===== config.mk =====
export PLATFORM = sky130hd
export DESIGN_NAME = sync_fifo
export DESIGN_NICKNAME = d
export VERILOG_FILES = /design/src/rtl/fifo_pkg.sv /design/src/rtl/fifo_ram.sv /design/src/rtl/sync_fifo.sv
export SDC_FILE = /design/constraint.sdc
export NUM_CORES = 2
export LEC_CHECK = 0
export CAP_MARGIN = 20
export CORE_ASPECT_RATIO = 1.4
export CORE_MARGIN = 4
export CORE_UTILIZATION = 35
export CTS_CLUSTER_DIAMETER = 120
export DETAILED_ROUTE_END_ITERATION = 8
export GPL_ROUTABILITY_DRIVEN = 0
export SLEW_MARGIN = 20
export SYNTH_ARGS = -nofsm -noshare
export SYNTH_HDL_FRONTEND = slang
export SYNTH_SLANG_ARGS = --single-unit

===== constraint.sdc =====
create_clock -name clk -period 25.3 [get_ports clk]
set_clock_uncertainty 0.2 [all_clocks]
set_input_delay 3.795 -clock clk [delete_from_list [all_inputs] [get_ports clk]]
set_output_delay 3.795 -clock clk [all_outputs]
set_load 0.1 [all_outputs]

===== src/rtl/fifo_pkg.sv =====
`default_nettype none
// ============================================================================
// Module      : fifo_pkg
// Description : Shared defaults and helpers for the sync_fifo block.
//               DEFAULT_DATA_W / DEFAULT_DEPTH give the stock configuration;
//               ptr_w() returns the address width for a given depth.
// Revision    : 1.0 - initial release
// ============================================================================
package fifo_pkg;

    localparam int DEFAULT_DATA_W = 128;
    localparam int DEFAULT_DEPTH  = 16;

    // Address width needed to index a memory of 'depth' entries.
    function automatic int ptr_w(input int depth);
        return $clog2(depth);
    endfunction

endpackage : fifo_pkg
`default_nettype wire


===== src/rtl/fifo_ram.sv =====
`default_nettype none
// ============================================================================
// Module      : fifo_ram
// Description : DEPTH x DATA_W storage with one synchronous write port and
//               one synchronous read port. The read word is registered and
//               holds its value on cycles with re=0. Only the read register
//               is reset; the array contents are left untouched.
// Ports       : clk, reset        - clock, synchronous active-high reset
//               we/waddr/wdata    - write port
//               re/raddr/rdata    - read port (rdata valid the cycle after re)
// Revision    : 1.0 - initial release
// ============================================================================
module fifo_ram
    import fifo_pkg::*;
#(
    parameter int DATA_W = DEFAULT_DATA_W,
    parameter int DEPTH  = DEFAULT_DEPTH,
    parameter int ADDR_W = ptr_w(DEPTH)
) (
    input  logic              clk,
    input  logic              reset,
    input  logic              we,
    input  logic [ADDR_W-1:0] waddr,
    input  logic [DATA_W-1:0] wdata,
    input  logic              re,
    input  logic [ADDR_W-1:0] raddr,
    output logic [DATA_W-1:0] rdata
);

    logic [DATA_W-1:0] r_mem [DEPTH];
    logic [DATA_W-1:0] r_rdata;

    // Array has no reset so it can map onto RAM macros.
    always_ff @(posedge clk) begin
        if (we) begin
            r_mem[waddr] <= wdata;
        end
    end

    always_ff @(posedge clk) begin
        if (reset) begin
            r_rdata <= '0;
        end else if (re) begin
            r_rdata <= r_mem[raddr];
        end
    end

    assign rdata = r_rdata;

endmodule : fifo_ram
`default_nettype wire


===== src/rtl/sync_fifo.sv =====
`default_nettype none
// ============================================================================
// Module      : sync_fifo
// Description : Single-clock FIFO with registered read data and programmable
//               almost-full / almost-empty thresholds. Occupancy is tracked
//               by an explicit counter; full/empty never come from pointer
//               comparison.
// Build macro : FIFO_ERR_FLAGS_EN - when defined, adds sticky overflow and
//               underflow outputs (cleared only by reset).
// Ports       : clk, reset                - clock, sync active-high reset
//               wr_en, wr_data            - push request and data
//               rd_en, rd_data            - pop request, popped word (+1 cycle)
//               full, empty               - count == DEPTH / count == 0
//               almst_full, almst_empty   - count >= DEPTH-AF_MARGIN /
//                                           count <= AE_MARGIN
//               overflow, underflow       - FIFO_ERR_FLAGS_EN only
// Revision    : 1.0 - initial release
// ============================================================================
module sync_fifo
    import fifo_pkg::*;
#(
    parameter int DATA_W    = DEFAULT_DATA_W,
    parameter int DEPTH     = DEFAULT_DEPTH,
    parameter int AF_MARGIN = 2,
    parameter int AE_MARGIN = 2
) (
    input  logic              clk,
    input  logic              reset,
    input  logic              wr_en,
    input  logic [DATA_W-1:0] wr_data,
    input  logic              rd_en,
    output logic [DATA_W-1:0] rd_data,
    output logic              full,
    output logic              empty,
    output logic              almst_full,
`ifdef FIFO_ERR_FLAGS_EN
    output logic              overflow,
    output logic              underflow,
`endif
    output logic              almst_empty
);

    localparam int PTR_W = ptr_w(DEPTH);
    localparam int CNT_W = PTR_W + 1;

    localparam logic [PTR_W-1:0] c_ptr_one  = PTR_W'(1);
    localparam logic [CNT_W-1:0] c_depth    = CNT_W'(DEPTH);
    localparam logic [CNT_W-1:0] c_af_level = CNT_W'(DEPTH - AF_MARGIN);
    localparam logic [CNT_W-1:0] c_ae_level = CNT_W'(AE_MARGIN);

    logic [PTR_W-1:0] r_wr_ptr;
    logic [PTR_W-1:0] r_rd_ptr;
    logic [CNT_W-1:0] r_count;
    logic             r_full;
    logic             r_empty;
    logic             r_almst_full;
    logic             r_almst_empty;

    logic             w_push;
    logic             w_pop;
    logic [CNT_W-1:0] w_count_nxt;

    // Accept decisions use the flags registered at the previous edge, so a
    // full FIFO still takes a pop and an empty one still takes a push.
    assign w_push = wr_en & ~r_full;
    assign w_pop  = rd_en & ~r_empty;

    assign w_count_nxt = r_count
                       + {{(CNT_W-1){1'b0}}, w_push}
                       - {{(CNT_W-1){1'b0}}, w_pop};

    // Pointers wrap naturally because DEPTH is a power of two.
    always_ff @(posedge clk) begin
        if (reset) begin
            r_wr_ptr <= '0;
            r_rd_ptr <= '0;
            r_count  <= '0;
        end else begin
            if (w_push) r_wr_ptr <= r_wr_ptr + c_ptr_one;
            if (w_pop)  r_rd_ptr <= r_rd_ptr + c_ptr_one;
            r_count <= w_count_nxt;
        end
    end

    // Flags are registered from the next count so they line up with the
    // pointer/count update at the same edge.
    always_ff @(posedge clk) begin
        if (reset) begin
            r_full        <= 1'b0;
            r_empty       <= 1'b1;
            r_almst_full  <= 1'b0;
            r_almst_empty <= 1'b1;
        end else begin
            r_full        <= (w_count_nxt == c_depth);
            r_empty       <= (w_count_nxt == '0);
            r_almst_full  <= (w_count_nxt >= c_af_level);
            r_almst_empty <= (w_count_nxt <= c_ae_level);
        end
    end

    assign full        = r_full;
    assign empty       = r_empty;
    assign almst_full  = r_almst_full;
    assign almst_empty = r_almst_empty;

`ifdef FIFO_ERR_FLAGS_EN
    logic r_overflow;
    logic r_underflow;

    always_ff @(posedge clk) begin
        if (reset) begin
            r_overflow  <= 1'b0;
            r_underflow <= 1'b0;
        end else begin
            if (wr_en & r_full)  r_overflow  <= 1'b1;
            if (rd_en & r_empty) r_underflow <= 1'b1;
        end
    end

    assign overflow  = r_overflow;
    assign underflow = r_underflow;
`endif

    // With 0 < count < DEPTH the read and write addresses differ, so a
    // same-cycle push and pop never touch the same entry.
    fifo_ram #(
        .DATA_W (DATA_W),
        .DEPTH  (DEPTH),
        .ADDR_W (PTR_W)
    ) u_ram (
        .clk   (clk),
        .reset (reset),
        .we    (w_push),
        .waddr (r_wr_ptr),
        .wdata (wr_data),
        .re    (w_pop),
        .raddr (r_rd_ptr),
        .rdata (rd_data)
    );

endmodule : sync_fifo
`default_nettype wire

==> impl_results.md <==
* Outcome: complete, no violations
* Share of layout cells above drive strength 1 at 0.2418
* Final TNS setup at 0 ns
* CP Class: input pin to register
* Max-slew violations at 0
* Register share of total power at 0.495
* Hold Startpoint: u_ram.rdata[118]
* Core ar. at 0.2317 mm²
* Highest clock rate at 132.0 MHz
* Post-CTS Setup Bufs at 0
* Power per cell area at 90.28 mW/mm²
* Critical Path End Type: register
* Hold-critical path endpoint: u_ram.rdata[118]
* Number of synthesized flops with an enable pin at 2,048
* Fin cells at 7,130
* Min cycle time layout at 7.575 ns
* Syn_area_per_cell at 23.02 µm²
* CTS tree: built
* Post-Synthesis Cell Area at 0.08146 mm²
* CTS Hold Buffers Added at 0
* CTS Sinks at 2,193
* Area leader, netlist: edfxtp_1
* Post-route ant nets at 0
* Sequential fraction of the synthesis area at 0.7906
* RR Startpoint: r_rd_ptr[0]
* Cell variety after synth at 35
* First-pass GRT wire length at 287,000 µm
* Met3 Wirelength at 10,490 µm
* Final setup margin at 17.73 ns
* H-Tree Depth at 4
* Fin Hold WS at 0.2794 ns
* Via Count at 37,190
* DRC Markers at 0
* Async SR Flop Fraction at 0
* Syn-to-layout area delta at 15.83%
* Remaining Overflow, GRT at 0
* Initial drt markers at 3,191
* Worst rel slew slack at 0.1981
* Clock Power Share at 0.355
* Seq cells post-synth at 2,193
* Clock latency on the worst-skew pair at 0.84 ns
* CP Launch Type: input pin
* Initial DRT Pass Iterations at 5
* Max cap viols at 0
* R2r endpoint: u_ram.rdata[19]
* Period utilisation layout at 0.2994
* Comb pwr share at 0.150
* Clock Path Buffers at 4
* DIE AREA at 0.2406 mm²
* Initial Util at 0.3516
* Switching share of power at 0.2597
* Highest metal used: met5
* Initial antenna violation count at 39
* Post-layout util at 0.4073
* Placed insts at 6,746
* CTS clk-pin slew, worst paths at 0.06 ns
* Buffers on Ports at 263
* Net Sw Power at 0.002212 W
* Internal Pwr Total at 0.006307 W
* Row count at 209
* Syn_nets at 3,682
* Dominant cells by area after synthesis: edfxtp_1 75%, mux4_2 14%, dfxtp_1 3.6%
* Vias in the first global route at 39,580
* Largest net degree at the start of global routing at 139
* Gr usage total at 0.1622
* R2R setup slack at 19.73 ns
* Final Hold Fails at 0
* Top cell type's share of synthesized area at 0.7549
* YS warnings at 0
* Final setup fails at 0
* Die Y at 578.8 µm
* Die X at 415.7 µm
* Worst r2r path cells at 7
* VDD IR max at 0.05504 mV
* Synth top cells by count: 2,048 x edfxtp_1, 512 x mux4_2, 145 x dfxtp_1, 99 x nand2_1, 95 x mux2i_1
* Final net count at 4,038
* Met2 WL at 105,700 µm
* Mapped Cells at 3,539
* CP required at 25.56 ns
* Top-count cell post-synth: edfxtp_1
* Worst-path fanout max at 39
* Final WL at 197,600 µm
* Hold Crit Class: register to register
* Worst hold path cell count at 2
* Post-CTS Resized at 0
* Dpl hpwl at 111,200 µm
* WL/cell at 27.72 µm
* Main synth FF type: edfxtp_1
* Root buffer cell: clkbuf_16
* Vias per cell at 5.216
* Total CTS buffers at 205
* Crit path DAT at 7.84 ns
* Worst-Margin Slew at 1.199 ns
* Met1 Wirelength at 75,930 µm
* Lkg Pwr at 28.14 nW
* RSZ-0062 raised after global routing: no
* # IOs at 264
* Pre-CTS setup slack at 16.74 ns
registers in the layout, indices dropped and copies added, names as in the netlist:
name,flops
u_ram.rdata,128
full,1
almst_empty,1
empty,1
almst_full,1
r_count,5
u_ram.r_mem,2048
r_rd_ptr,4
r_wr_ptr,4
cells in the final DEF, fill, tap and decap left out, types with 48 or more instances in the layout:
cell type	synthesis	routed
mux2i_1	95	95
mux2_2	71	71
clkbuf_16	0	205
nand2_1	99	99
clkdlybuf4s50_1	0	258
o211ai_1	91	91
mux4_2	512	512
a22oi_1	94	94
dfxtp_1	145	142
edfxtp_1	2048	2048
nor2_1	61	48
clkbuf_1	63	54
buf_4	17	74
per-layer routing:
| metal | GRT usage | vias up |
|---|---|---|
| met2 | 0.2953 | 934 |
| met5 | 0 | - |
| met1 | 0.1954 | 20240 |
| li1 | - | 15680 |
| met3 | 0.03127 | 320 |
| met4 | 0.04765 | 18 |
critical path: stages:
cell             delay, ns
clkdlybuf4s50_1       0.46
nor2b_1               0.14
buf_4                 0.19
nand2_1               0.22
nor2_4                0.81
buf_4                 0.69
buf_4                 0.74
buf_4                 0.65
kinds of logic (layout without fill, tap and decap cells):
group / Yosys count / after routing / share of synthesized area
flip-flops: 2193 / 2193 / 0.7906
multiplexers: 678 / 678 / 0.1630
AO/OA/AOI/OAI: 231 / 231 / 0.02063
AND/OR/NAND/NOR: 215 / 215 / 0.01118
buffers and inverters: 201 / 719 / 0.01172
adder cells (fa/ha/maj): 11 / 11 / 0.001782
XOR/XNOR: 10 / 10 / 0.001075
other: 0 / 14 / 0
metrics by stage:
step	total power, W	area, µm²
final	0.008519	94360
after detailed placement	0.005605	87790
after global routing	0.008835	94340
after CTS	0.008631	94320
after floorplan	0.005214	81460
after global placement	0.005593	87790
power by group through the flow:
stage | Sequential [W] | Combinational [W] | Clock, W
finish | 0.00422 | 0.00128 | 0.00303
global route | 0.00423 | 0.00136 | 0.00325
CTS | 0.00422 | 0.00131 | 0.00310
detailed placement | 0.00430 | 0.00131 | 0
global placement | 0.00429 | 0.00130 | 0
floorplan | 0.00458 | 0.000635 | 0
worst max-delay path by stage:
stage               start             endpoint  cells past startpoint  slack, ns
global route        wr_en  u_ram.r_mem[14][34]                      8      17.51
finish              wr_en  u_ram.r_mem[12][58]                      8      17.73
global placement    wr_en  u_ram.r_mem[14][19]                      8      16.78
CTS                 wr_en  u_ram.r_mem[12][58]                      8      17.65
floorplan           wr_en    u_ram.r_mem[3][0]                      4      11.32
detailed placement  wr_en  u_ram.r_mem[14][25]                      8      16.74
layout make-up:
cell class / instances / area (µm²)
antenna: 14 / 35.03
fill: 20220 / 137300
multi-input combinational: 1145 / 16250
inverter: 8 / 30.03
sequential: 2193 / 64410
tap: 3059 / 3827
clock inverter: 92 / 943.4
clock buffer: 277 / 5580
timing repair buffer: 342 / 3279
Note: power is estimated with default switching activity, not from simulation.
